==> config.mk <==
export PLATFORM = sky130hd
export DESIGN_NAME = ternary_mv_ctrl
export DESIGN_NICKNAME = d
export VERILOG_FILES = /design/src/rtl/ternary_pkg.sv /design/src/rtl/ternary_wbuf.sv /design/src/rtl/ternary_mv_ctrl.sv
export SDC_FILE = /design/constraint.sdc
export NUM_CORES = 1
export LEC_CHECK = 0
export BUFFER_PORTS_ARGS = -buffer_cell sky130_fd_sc_hd__buf_4
export CORE_MARGIN = 5
export CORE_UTILIZATION = 40
export DETAILED_ROUTE_END_ITERATION = 16
export GPL_TIMING_DRIVEN = 1
export PLACE_DENSITY = 0.67
export SKIP_CTS_REPAIR_TIMING = 1
export SLEW_MARGIN = 10
export SYNTH_ARGS = -nofsm -noshare
export SYNTH_HDL_FRONTEND = slang
export SYNTH_SLANG_ARGS = --single-unit
==> constraint.sdc <==
create_clock -name clk -period 3.4 [get_ports clk]
set_clock_uncertainty 0.15 [all_clocks]
set_input_delay 0.34 -clock clk [delete_from_list [all_inputs] [get_ports clk]]
set_output_delay 0.34 -clock clk [all_outputs]
set_load 0.02 [all_outputs]
==> src/rtl/ternary_pkg.sv <==
// Shared constants and types for the ternary matrix-vector controller.
// The weight-code and width constants are the reference values for the multiplier.
package ternary_pkg;
  localparam int IN_LEN    = 16;
  localparam int OUT_LEN   = 8;
  localparam int BIT_WIDTH = 8;

  localparam logic [1:0] W_POS  = 2'b01;
  localparam logic [1:0] W_NEG  = 2'b11;
  localparam logic [1:0] W_ZERO = 2'b00;

  typedef enum logic [1:0] {IDLE, RUN, DRAIN} state_t;

  // Travels with each multiplier strobe until its result is registered.
  typedef struct packed {
    logic [2:0] idx;
    logic       sup;
    logic       last;
  } beat_tag_t;
endpackage

==> src/rtl/ternary_wbuf.sv <==
// Ternary weight array plus its byte loader.
// Byte b lands on bits [b*8 +: 8], i.e. row b/2, columns (b%2)*4..+3.
module ternary_wbuf
  import ternary_pkg::*;
#(
  parameter int InLen  = IN_LEN,
  parameter int OutLen = OUT_LEN
) (
  input  logic                      clk,
  input  logic                      rst_n,
  input  logic                      wr,
  input  logic [7:0]                wbyte,
  output logic [2*InLen*OutLen-1:0] w,
  output logic                      loaded
);
  localparam int NBYTES = InLen * OutLen / 4;
  localparam int CW     = $clog2(NBYTES);

  logic [CW-1:0] cnt;

  // The counter wraps after the last byte so a reload refills from row 0.
  always_ff @(posedge clk or negedge rst_n) begin
    if (!rst_n) begin
      cnt    <= '0;
      w      <= '0;
      loaded <= 1'b0;
    end else if (wr) begin
      w[{cnt, 3'b000} +: 8] <= wbyte;
      cnt                   <= cnt + 1'b1;
      if (cnt == CW'(NBYTES - 1)) loaded <= 1'b1;
    end
  end
endmodule

==> src/rtl/ternary_mv_ctrl.sv <==
// Feeds element pairs to an external ternary multiplier and returns its results.
// One pass is 8 beats; results lag one pass, hence first-pass suppression and DRAIN.
module ternary_mv_ctrl
  import ternary_pkg::*;
#(
  parameter int InLen    = IN_LEN,
  parameter int OutLen   = OUT_LEN,
  parameter int BitWidth = BIT_WIDTH
) (
  input  logic                      clk,
  input  logic                      rst_n,
  input  logic                      in_valid,
  output logic                      in_ready,
  input  logic [BitWidth-1:0]       in_data,
  input  logic                      in_kind,
  input  logic                      in_last,
  output logic                      out_valid,
  input  logic                      out_ready,
  output logic [BitWidth-1:0]       out_data,
  output logic [2:0]                out_idx,
  output logic                      out_last,
  output logic                      busy,
  output logic                      mult_en,
  output logic [BitWidth-1:0]       mult_vec0,
  output logic [BitWidth-1:0]       mult_vec1,
  output logic [2*InLen*OutLen-1:0] mult_w,
  input  logic [BitWidth-1:0]       mult_vec_out
);
  state_t     state;
  beat_tag_t  tag;
  logic [2:0] beat;
  logic       alive, w_loaded, pair_full, odd, pair_last, first_pass, drain_done;
  logic       w_acc, e_acc, out_hs, pend, issue;

  // alive keeps in_ready low while reset is asserted.
  assign in_ready = alive && (in_kind ? (state == IDLE)
                                      : (w_loaded && !pair_full && state != DRAIN));
  assign w_acc    = in_valid && in_ready && in_kind;
  assign e_acc    = in_valid && in_ready && !in_kind;
  assign out_hs   = out_valid && out_ready;
  assign pend     = (state == RUN && pair_full) || (state == DRAIN && !drain_done);
  // !mult_en: the previous result must be registered before the multiplier overwrites it.
  assign issue    = pend && !mult_en && (!out_valid || out_ready);
  assign busy     = state != IDLE;
  assign out_data = mult_vec_out;

  ternary_wbuf #(.InLen(InLen), .OutLen(OutLen)) u_wbuf (
    .clk    (clk),
    .rst_n  (rst_n),
    .wr     (w_acc),
    .wbyte  (in_data[7:0]),
    .w      (mult_w),
    .loaded (w_loaded)
  );

  always_ff @(posedge clk or negedge rst_n) begin
    if (!rst_n) begin
      state      <= IDLE;
      tag        <= '0;
      beat       <= '0;
      alive      <= 1'b0;
      pair_full  <= 1'b0;
      odd        <= 1'b0;
      pair_last  <= 1'b0;
      first_pass <= 1'b0;
      drain_done <= 1'b0;
      mult_en    <= 1'b0;
      mult_vec0  <= '0;
      mult_vec1  <= '0;
      out_valid  <= 1'b0;
      out_idx    <= '0;
      out_last   <= 1'b0;
    end else begin
      alive   <= 1'b1;
      mult_en <= issue;

      if (e_acc) begin
        if (!odd) mult_vec0 <= in_data;
        else begin
          mult_vec1 <= in_data;
          pair_full <= 1'b1;
          pair_last <= in_last;
        end
        odd <= ~odd;
      end

      if (issue) begin
        tag  <= '{idx: beat, sup: first_pass, last: (state == DRAIN) && (beat == 3'd7)};
        beat <= beat + 3'd1;
      end

      if (mult_en && !tag.sup) begin
        out_valid <= 1'b1;
        out_idx   <= tag.idx;
        out_last  <= tag.last;
      end else if (out_hs) begin
        out_valid <= 1'b0;
        out_last  <= 1'b0;
      end

      case (state)
        IDLE: if (e_acc) begin
          state      <= RUN;
          first_pass <= 1'b1;
        end
        RUN: if (issue) begin
          pair_full <= 1'b0;
          if (beat == 3'd7) begin
            first_pass <= 1'b0;
            if (pair_last) begin
              state     <= DRAIN;
              pair_last <= 1'b0;
            end
          end
        end
        DRAIN: begin
          // Hold the final pair through its strobe, then feed zeros.
          if (!mult_en) begin
            mult_vec0 <= '0;
            mult_vec1 <= '0;
          end
          if (issue && beat == 3'd7) drain_done <= 1'b1;
          if (out_hs && out_last) begin
            state      <= IDLE;
            drain_done <= 1'b0;
          end
        end
        default: state <= IDLE;
      endcase
    end
  end
endmodule

==> results of run 1 <==
[cell usage after synthesis, types with 2 or more instances]
| cell | number | share of area [%] |
|---|---|---|
| dfrtp_1 | 300 | 60 |
| mux2_2 | 169 | 15 |
| nand2_1 | 143 | 4.3 |
| o31ai_1 | 64 | 3.9 |
| nor2_1 | 55 | 1.7 |
| clkbuf_1 | 29 | 0.87 |
| mux2i_1 | 27 | 2.2 |
| inv_1 | 22 | 0.66 |
| o21ai_0 | 19 | 0.76 |
| and2_1 | 18 | 0.90 |
| nor2_2 | 15 | 0.75 |
| a21oi_1 | 13 | 0.52 |
| buf_4 | 10 | 0.60 |
| buf_2 | 9 | 0.36 |
| ha_1 | 8 | 0.80 |
| o2111ai_1 | 8 | 0.56 |
| nand3_1 | 7 | 0.28 |
| nor2b_1 | 7 | 0.35 |
| nor2_4 | 6 | 0.54 |
| xnor2_1 | 5 | 0.35 |
| xor2_1 | 5 | 0.35 |
| and3_1 | 4 | 0.20 |
| nand2b_1 | 4 | 0.20 |
| nor3_1 | 4 | 0.16 |
| nor4_1 | 3 | 0.15 |
| a21o_1 | 2 | 0.12 |
| a31oi_4 | 2 | 0.34 |
| nand4b_1 | 2 | 0.14 |
| nor3b_1 | 2 | 0.12 |
| nor4b_4 | 2 | 0.38 |
| o22ai_1 | 2 | 0.10 |
| or2_2 | 2 | 0.10 |
[power groups by stage]
| stage | Sequential, mW | Combinational (mW) | Clock (mW) |
|---|---|---|---|
| floorplan | 4.76 | 1.58 | 0 |
| global placement | 4.37 | 3.40 | 0 |
| detailed placement | 4.39 | 3.44 | 0 |
| CTS | 4.34 | 3.44 | 3.67 |
| global route | 4.39 | 3.69 | 3.85 |
| finish | 4.34 | 3.41 | 3.59 |
[layer usage]
layer  part of all wire, %  wire length [µm]  GRT usage (%)  vias up
met5                     0                 0              0        -
met4                   2.4               872           5.28        0
met3                   8.1              2910           6.35       63
met2                    47             16800           32.2      300
met1                    43             15400           27.2     4468
li1                      -                 -              -     4065
[kinds of logic after synthesis]
family | Yosys count | synth area share, %
mux | 196 | 17.5
xor+xnor | 11 | 0.834
other cells | 1 | 0.0301
buf+inv | 70 | 2.50
simple gates | 283 | 11.2
flops | 300 | 60.3
fa+ha+maj | 8 | 0.804
compound gates | 117 | 6.92
[tightest hold or removal path, stage by stage]
cell and delay (ns):
buf_4 0.12, nand3_1 0.11, a21o_1 0.12
[final cells by class]
| cell class | count | area share, % |
|---|---|---|
| well taps | 396 | 3.03 |
| inverters | 22 | 0.504 |
| clock buffers | 52 | 5.98 |
| flip-flops and latches | 300 | 45.9 |
| clock inverters | 8 | 0.703 |
| diodes | 1 | 0.0153 |
| multi-input cells | 616 | 28.5 |
| repair buffers | 330 | 15.4 |
[metrics by stage]
stage	worst slack, ns	std cells
2_1_floorplan	0.521	986
3_3_place_gp	0.359	1661
3_5_place_dp	0.206	1661
4_1_cts	0.197	1721
5_1_grt	0.00845	1724
6_report	0.199	1725
[how the worst max path moves through the flow]
stage,startpoint,end,depth (start not counted)
2_1_floorplan,u_wbuf.cnt[0]$_DFFE_PN0P_,u_wbuf.w[192]$_DFFE_PN0P_,8
3_3_place_gp,u_wbuf.cnt[0]$_DFFE_PN0P_,u_wbuf.w[164]$_DFFE_PN0P_,7
3_5_place_dp,u_wbuf.cnt[0]$_DFFE_PN0P_,u_wbuf.w[147]$_DFFE_PN0P_,7
4_1_cts,u_wbuf.cnt[0]$_DFFE_PN0P_,u_wbuf.w[147]$_DFFE_PN0P_,7
5_1_grt,u_wbuf.cnt[0]$_DFFE_PN0P_,u_wbuf.w[163]$_DFFE_PN0P_,7
6_report,u_wbuf.cnt[0]$_DFFE_PN0P_,u_wbuf.w[147]$_DFFE_PN0P_,7
[state kept, by name, indices dropped and copies added, names as in the netlist]
signal and count:
pair_last 1, out_last 1, mult_vec1 8, mult_vec0 8
drain_done 1, u_wbuf.loaded 1, out_valid 1, odd 1
u_wbuf.w 256, tag 5, first_pass 1, mult_en 1
out_idx 3, beat 3, u_wbuf.cnt 5, state 2
alive 1, pair_full 1
==> results.py, run 1 <==
metrics = {
    "outcome": {
        "status": "finished clean",
    },
    "worst_setup_path": {
        "cp_cell_sequence": "inv_1, ha_1, nor3b_4, xor2_2, nand3_2, nor2_4, mux2_2",
        "r2r_start": "u_wbuf.cnt[0]$_DFFE_PN0P_",
        "rr_worst_depth": 7,
        "cp.required_ns": 3.63,
        "critPathArrivalTime_ns": 3.43,
        "worst-path-buf-inv": 1,
        "reg2reg_to": "u_wbuf.w[147]$_DFFE_PN0P_",
        "cp_max_fo": 12,
        "r2r_slack_ns": 0.20,
        "cp-end-kind": "flop",
        "worst_path_dominant_cell_family": "simple AND/OR/NAND/NOR gates",
        "max_stage_delay_ns": 0.51,
        "crit_slowest_cell": "dfrtp_1",
        "critPathLaunchType": "flop",
        "path_class": "flop to flop",
    },
    "floorplan": {
        "io_pins": 310,
        "die_area_um2": 34800,
        "die_y_um": 186,
        "start_util_pct": 40.6,
        "core_um2": 30700,
        "floorplan.rows": 64,
        "die_w_um": 186,
    },
    "drt": {
        "firstDrtPassIters": 5,
        "routed_via_density": 5.16,
        "postRouteAntennaNets": 0,
        "drc": 0,
        "vias": 8896,
        "drt-initial-drc-count": 512,
        "routedWlPerCell_um": 20.8,
        "routed_wl_mm": 35.9,
    },
    "timing": {
        "holdWs_ns": 0.0525,
        "tightest_slew_ns": 1.15,
        "drv_slew": 0,
        "fmax_ghz": 0.312,
        "setup_violations": 0,
        "post-route-period-util_pct": 94.2,
        "fin_crit_ns": 3.20,
        "hold_viol_final": 0,
        "tns_ns": 0,
        "max_slew_margin_pct": 21.8,
        "rsz0062_at_grt": "false",
    },
    "logic_synthesis": {
        "yosysUniqueCellTypes": 50,
        "async_flop_share_pct": 100,
        "netlist_area_um2": 12500,
        "synth_edf_count": 0,
        "postSynthAreaPerCell_um2": 12.6,
        "synth-main-ff-cell": "dfrtp_1",
        "yosysWarnings": 0,
        "ys_ff_latch": 300,
        "postSynthCellCount": 986,
        "yosysSeqAreaShare_pct": 60.3,
        "synth_fp_nets": 1016,
    },
    "place": {
        "port-buffer-count": 293,
        "gp_congestion": 0.782,
        "hpwl_mm": 25.1,
        "placedInstanceArea_um2": 15200,
    },
    "hold_path": {
        "hold_end": "state[1]$_DFFE_PN0P_",
        "min_path_cells": 3,
        "holdCritPathClass": "input port to flop",
        "hp-start": "out_ready",
    },
    "global_route": {
        "grt_antenna_before_repair": 3,
        "grt_pass1_wl_mm": 56.7,
        "grtUsageTotal_pct": 20.2,
        "grt_overflow_total": 0,
        "grt_start_max_net_pins": 126,
        "grt_pass1_vias": 9438,
    },
    "pwr": {
        "power_switching_mw": 3.99,
        "vdd.ir_drop.worst_mv": 0.413,
        "fin_total_pwr_mw": 11.3,
        "p_int_mw": 7.34,
        "leakagePower_nw": 8.23,
        "combPwrFrac_pct": 30.1,
        "p_clk_share_pct": 31.6,
        "power.density_nw_per_um2": 693,
        "power_frac_seq_pct": 38.3,
        "switching_share_pct": 35.2,
    },
    "cells_and_area": {
        "final_cell_mix": "325 x buf_4, 300 x dfrtp_1, 169 x mux2_2",
        "drive_gt1_share_pct": 44.1,
        "final_core_util_pct": 53.4,
        "multi_input_area_um2": 4670,
        "mostFrequentLayoutCell": "buf_4",
        "area_delta_synth_final_pct": 31.4,
        "nets": 1334,
        "n_fill_cell": 2659,
        "fin_area_um2": 16400,
        "register_area_um2": 7510,
    },
    "clock_tree": {
        "clock_latency_ns": 0.51,
        "clkSinkCount": 300,
        "numCtsBuffers": 34,
        "clockBufferDepth": 3,
        "cts_tree": "done",
        "cts-root-buf": "clkbuf_16",
        "clkTransAtPathRegs_ns": 0.06,
        "htree_levels": 2,
    },
    "run": {
        "maxCapViolCount": 0,
    },
}
(Power assumes the default switching activity.)
==> run 2, diff against run 1 <==
Settings changed: ABC_AREA set to 1, PLACE_DENSITY 0.67 to 0.66.
==> run 2 against run 1 <==
  * Maximum frequency increased by 8.5%
  * Flip-flop and latch count is the same
  * Critical endpoint is now u_wbuf.w[52]$_DFFE_PN0P_
  * Clock-buffer cell count is 5 lower
==> results.py, run 2 <==
metrics = {
    "timing": {
        "fin_crit_ns": 2.95,
        "post-route-period-util_pct": 86.8,
        "setup_violations": 0,
        "rsz0062_at_grt": "false",
        "fmax_ghz": 0.339,
        "hold_viol_final": 0,
        "drv_slew": 0,
        "tightest_slew_ns": 0.967,
        "tns_ns": 0,
        "max_slew_margin_pct": 35.4,
        "setup_slack_ns": 0.450,
    },
    "cells_and_area": {
        "largest_register_ffs": 256,
        "diodes": 0,
        "top_register": "u_wbuf.w",
        "drive_gt1_share_pct": 22.5,
        "stdcell_count": 2335,
        "nets": 1900,
        "top_regs": "u_wbuf.w (256), mult_vec0 (8), mult_vec1 (8)",
        "area_delta_synth_final_pct": 27.8,
        "final_cell_mix": "735 x nand2_1, 307 x buf_4, 300 x dfrtp_1",
        "fin_area_um2": 16900,
        "mostFrequentLayoutCell": "nand2_1",
        "n_fill_cell": 3090,
    },
    "logic_synthesis": {
        "synth_fp_nets": 1625,
        "postSynthCellCount": 1595,
        "ys_ff_latch": 300,
        "postSynthAreaPerCell_um2": 8.28,
        "ys_top_cells_by_count": "735 x nand2_1, 300 x dfrtp_1, 137 x nor2_1",
        "synth_edf_count": 0,
        "async_flop_share_pct": 100,
        "synth-main-ff-cell": "dfrtp_1",
        "yosysSeqAreaShare_pct": 56.8,
        "synth_most_common_cell": "nand2_1",
        "yosysWarnings": 0,
        "netlist_top_cells_area": "dfrtp_1 57%, nand2_1 21%, nor2_1 3.9%",
        "yosysUniqueCellTypes": 35,
        "netlist.area_leader.share_pct": 56.8,
        "yosysTopAreaCell": "dfrtp_1",
        "netlist_area_um2": 13200,
    },
    "worst_setup_path": {
        "r2r_slack_ns": 0.45,
        "r2r_start": "u_wbuf.cnt[1]$_DFFE_PN0P_",
        "worst_path_dominant_cell_family": "simple AND/OR/NAND/NOR gates",
        "cp-end-kind": "flop",
        "endpoint": "u_wbuf.w[52]$_DFFE_PN0P_",
        "critPathArrivalTime_ns": 3.19,
        "worst-path-buf-inv": 3,
        "path_class": "flop to flop",
        "reg2reg_to": "u_wbuf.w[52]$_DFFE_PN0P_",
        "cp_max_fo": 30,
        "rr_worst_depth": 11,
        "path_depth": 11,
        "cpMostUsedCell": "nand2_1",
        "max_stage_delay_ns": 0.45,
        "crit_start": "u_wbuf.cnt[1]$_DFFE_PN0P_",
        "cp_cell_sequence": "inv_1, ha_1, nand2_1, o21ai_1, nand2_4, inv_2, nand2_2, inv_2, nand2_1, nand2_1, nand2_1",
        "cp.required_ns": 3.64,
        "critPathLaunchType": "flop",
        "crit_slowest_cell": "dfrtp_1",
    },
    "pwr": {
        "power_switching_mw": 4.78,
        "power_frac_seq_pct": 36.3,
        "p_clk_share_pct": 29.6,
        "combPwrFrac_pct": 34.1,
        "fin_total_pwr_mw": 12.1,
        "switching_share_pct": 39.4,
        "power.density_nw_per_um2": 719,
        "leakagePower_nw": 9.06,
        "p_int_mw": 7.37,
        "vdd.ir_drop.worst_mv": 0.357,
    },
    "place": {
        "hpwl_mm": 29.6,
        "placedInstanceArea_um2": 15800,
        "gp_congestion": 0.890,
        "pre_cts_slack_ns": 0.506,
        "port-buffer-count": 293,
        "dp.cells": 2274,
    },
    "global_route": {
        "grt_start_max_net_pins": 102,
        "grt_overflow_total": 0,
        "grtUsageTotal_pct": 22.4,
        "grt_pass1_vias": 11380,
        "grt_antenna_before_repair": 1,
        "grt_pass1_wl_mm": 64.9,
    },
    "hold_path": {
        "hp-start": "in_last",
        "holdCritPathClass": "input port to flop",
    },
    "clock_tree": {
        "clkTransAtPathRegs_ns": 0.06,
        "cts_tree": "done",
        "cts-root-buf": "clkbuf_16",
        "numCtsBuffers": 34,
        "clock_latency_ns": 0.50,
        "clkSinkCount": 300,
        "clockBufferDepth": 3,
        "htree_levels": 2,
    },
    "floorplan": {
        "io_pins": 310,
        "die_w_um": 192,
        "die_y_um": 192,
        "floorplan.rows": 66,
        "start_util_pct": 40.6,
        "core_um2": 32500,
        "die_area_um2": 36800,
    },
    "drt": {
        "drc": 0,
        "vias": 11702,
        "routedWlPerCell_um": 17.8,
        "routed_wl_mm": 41.6,
        "postRouteAntennaNets": 0,
        "drt-initial-drc-count": 1034,
        "routed_via_density": 5.01,
        "firstDrtPassIters": 5,
    },
    "run": {
        "maxCapViolCount": 0,
    },
    "outcome": {
        "status": "finished clean",
    },
}
run 2: cell count changes in the layout (fill, tap and decap cells not counted), moves of 38 or more:
cell	before	now
nand2_1	143	735
mux2_2	169	3
nor2_1	55	137
nand3_1	7	73
o31ai_1	64	0
nand4_1	1	43
o21ai_1	0	38
run 2: area by class of cell:
class                   count  area [µm²]  share of cell area [%]
clock inverters            12         100                   0.593
multi-input cells        1172        5140                    30.5
inverters                  49         184                    1.09
repair buffers            313        2400                    14.2
flip-flops and latches    300        7510                    44.5
well taps                 442         553                    3.27
clock buffers              47        1000                    5.93
run 2: cell families (layout without fill, tap and decap cells):
family | count (synthesis) | after routing | share of synthesized area (%)
simple gates | 1068 | 1068 | 33.9
flops | 300 | 300 | 56.8
buf+inv | 123 | 421 | 4.24
compound gates | 85 | 85 | 3.27
fa+ha+maj | 8 | 8 | 0.758
xor+xnor | 7 | 7 | 0.748
mux | 3 | 3 | 0.256
other cells | 1 | 1 | 0.0284
run 2: worst min-delay path by stage:
stage               slack, ns                      to  depth (start not counted)
global placement         0.29  out_idx[2]$_DFFE_PN0P_                          1
global route             0.04     pair_last$_DFF_PN0_                          5
finish                   0.03     pair_last$_DFF_PN0_                          5
detailed placement       0.30  out_idx[0]$_DFFE_PN0P_                          1
floorplan               -0.11         alive$_DFF_PN0_                          0
CTS                     -0.24  out_idx[0]$_DFFE_PN0P_                          1
run 2: worst min-delay path, cell delays in order:
cell     delay (ns)
buf_4          0.11
inv_1          0.05
nand2_1        0.06
nand2_1        0.05
nor2_1         0.03
run 2: routing by layer:
layer	up-vias	track usage, %	part of all wire (%)
met5	-	0	0.019
met1	5604	32.2	44
li1	5576	-	-
met4	2	6.99	3.0
met2	442	34.1	45
met3	78	4.71	7.9
run 2: stage by stage:
stage | utilization [%] | hold slack, ns
after floorplan | - | -0.106
after detailed placement | 48.5 | 0.299
after global placement | 48.5 | 0.290
final | 51.9 | 0.0255
after global routing | 51.9 | 0.0350
after CTS | 51.8 | -0.240
run 2: power by group through the flow:
stage	combinational (mW)	clock [mW]	sequential (mW)
3_3_place_gp	4.07	0	4.46
3_5_place_dp	4.12	0	4.46
6_report	4.14	3.60	4.41
5_1_grt	4.50	3.82	4.46
4_1_cts	4.13	3.68	4.41
2_1_floorplan	2.18	0	4.89
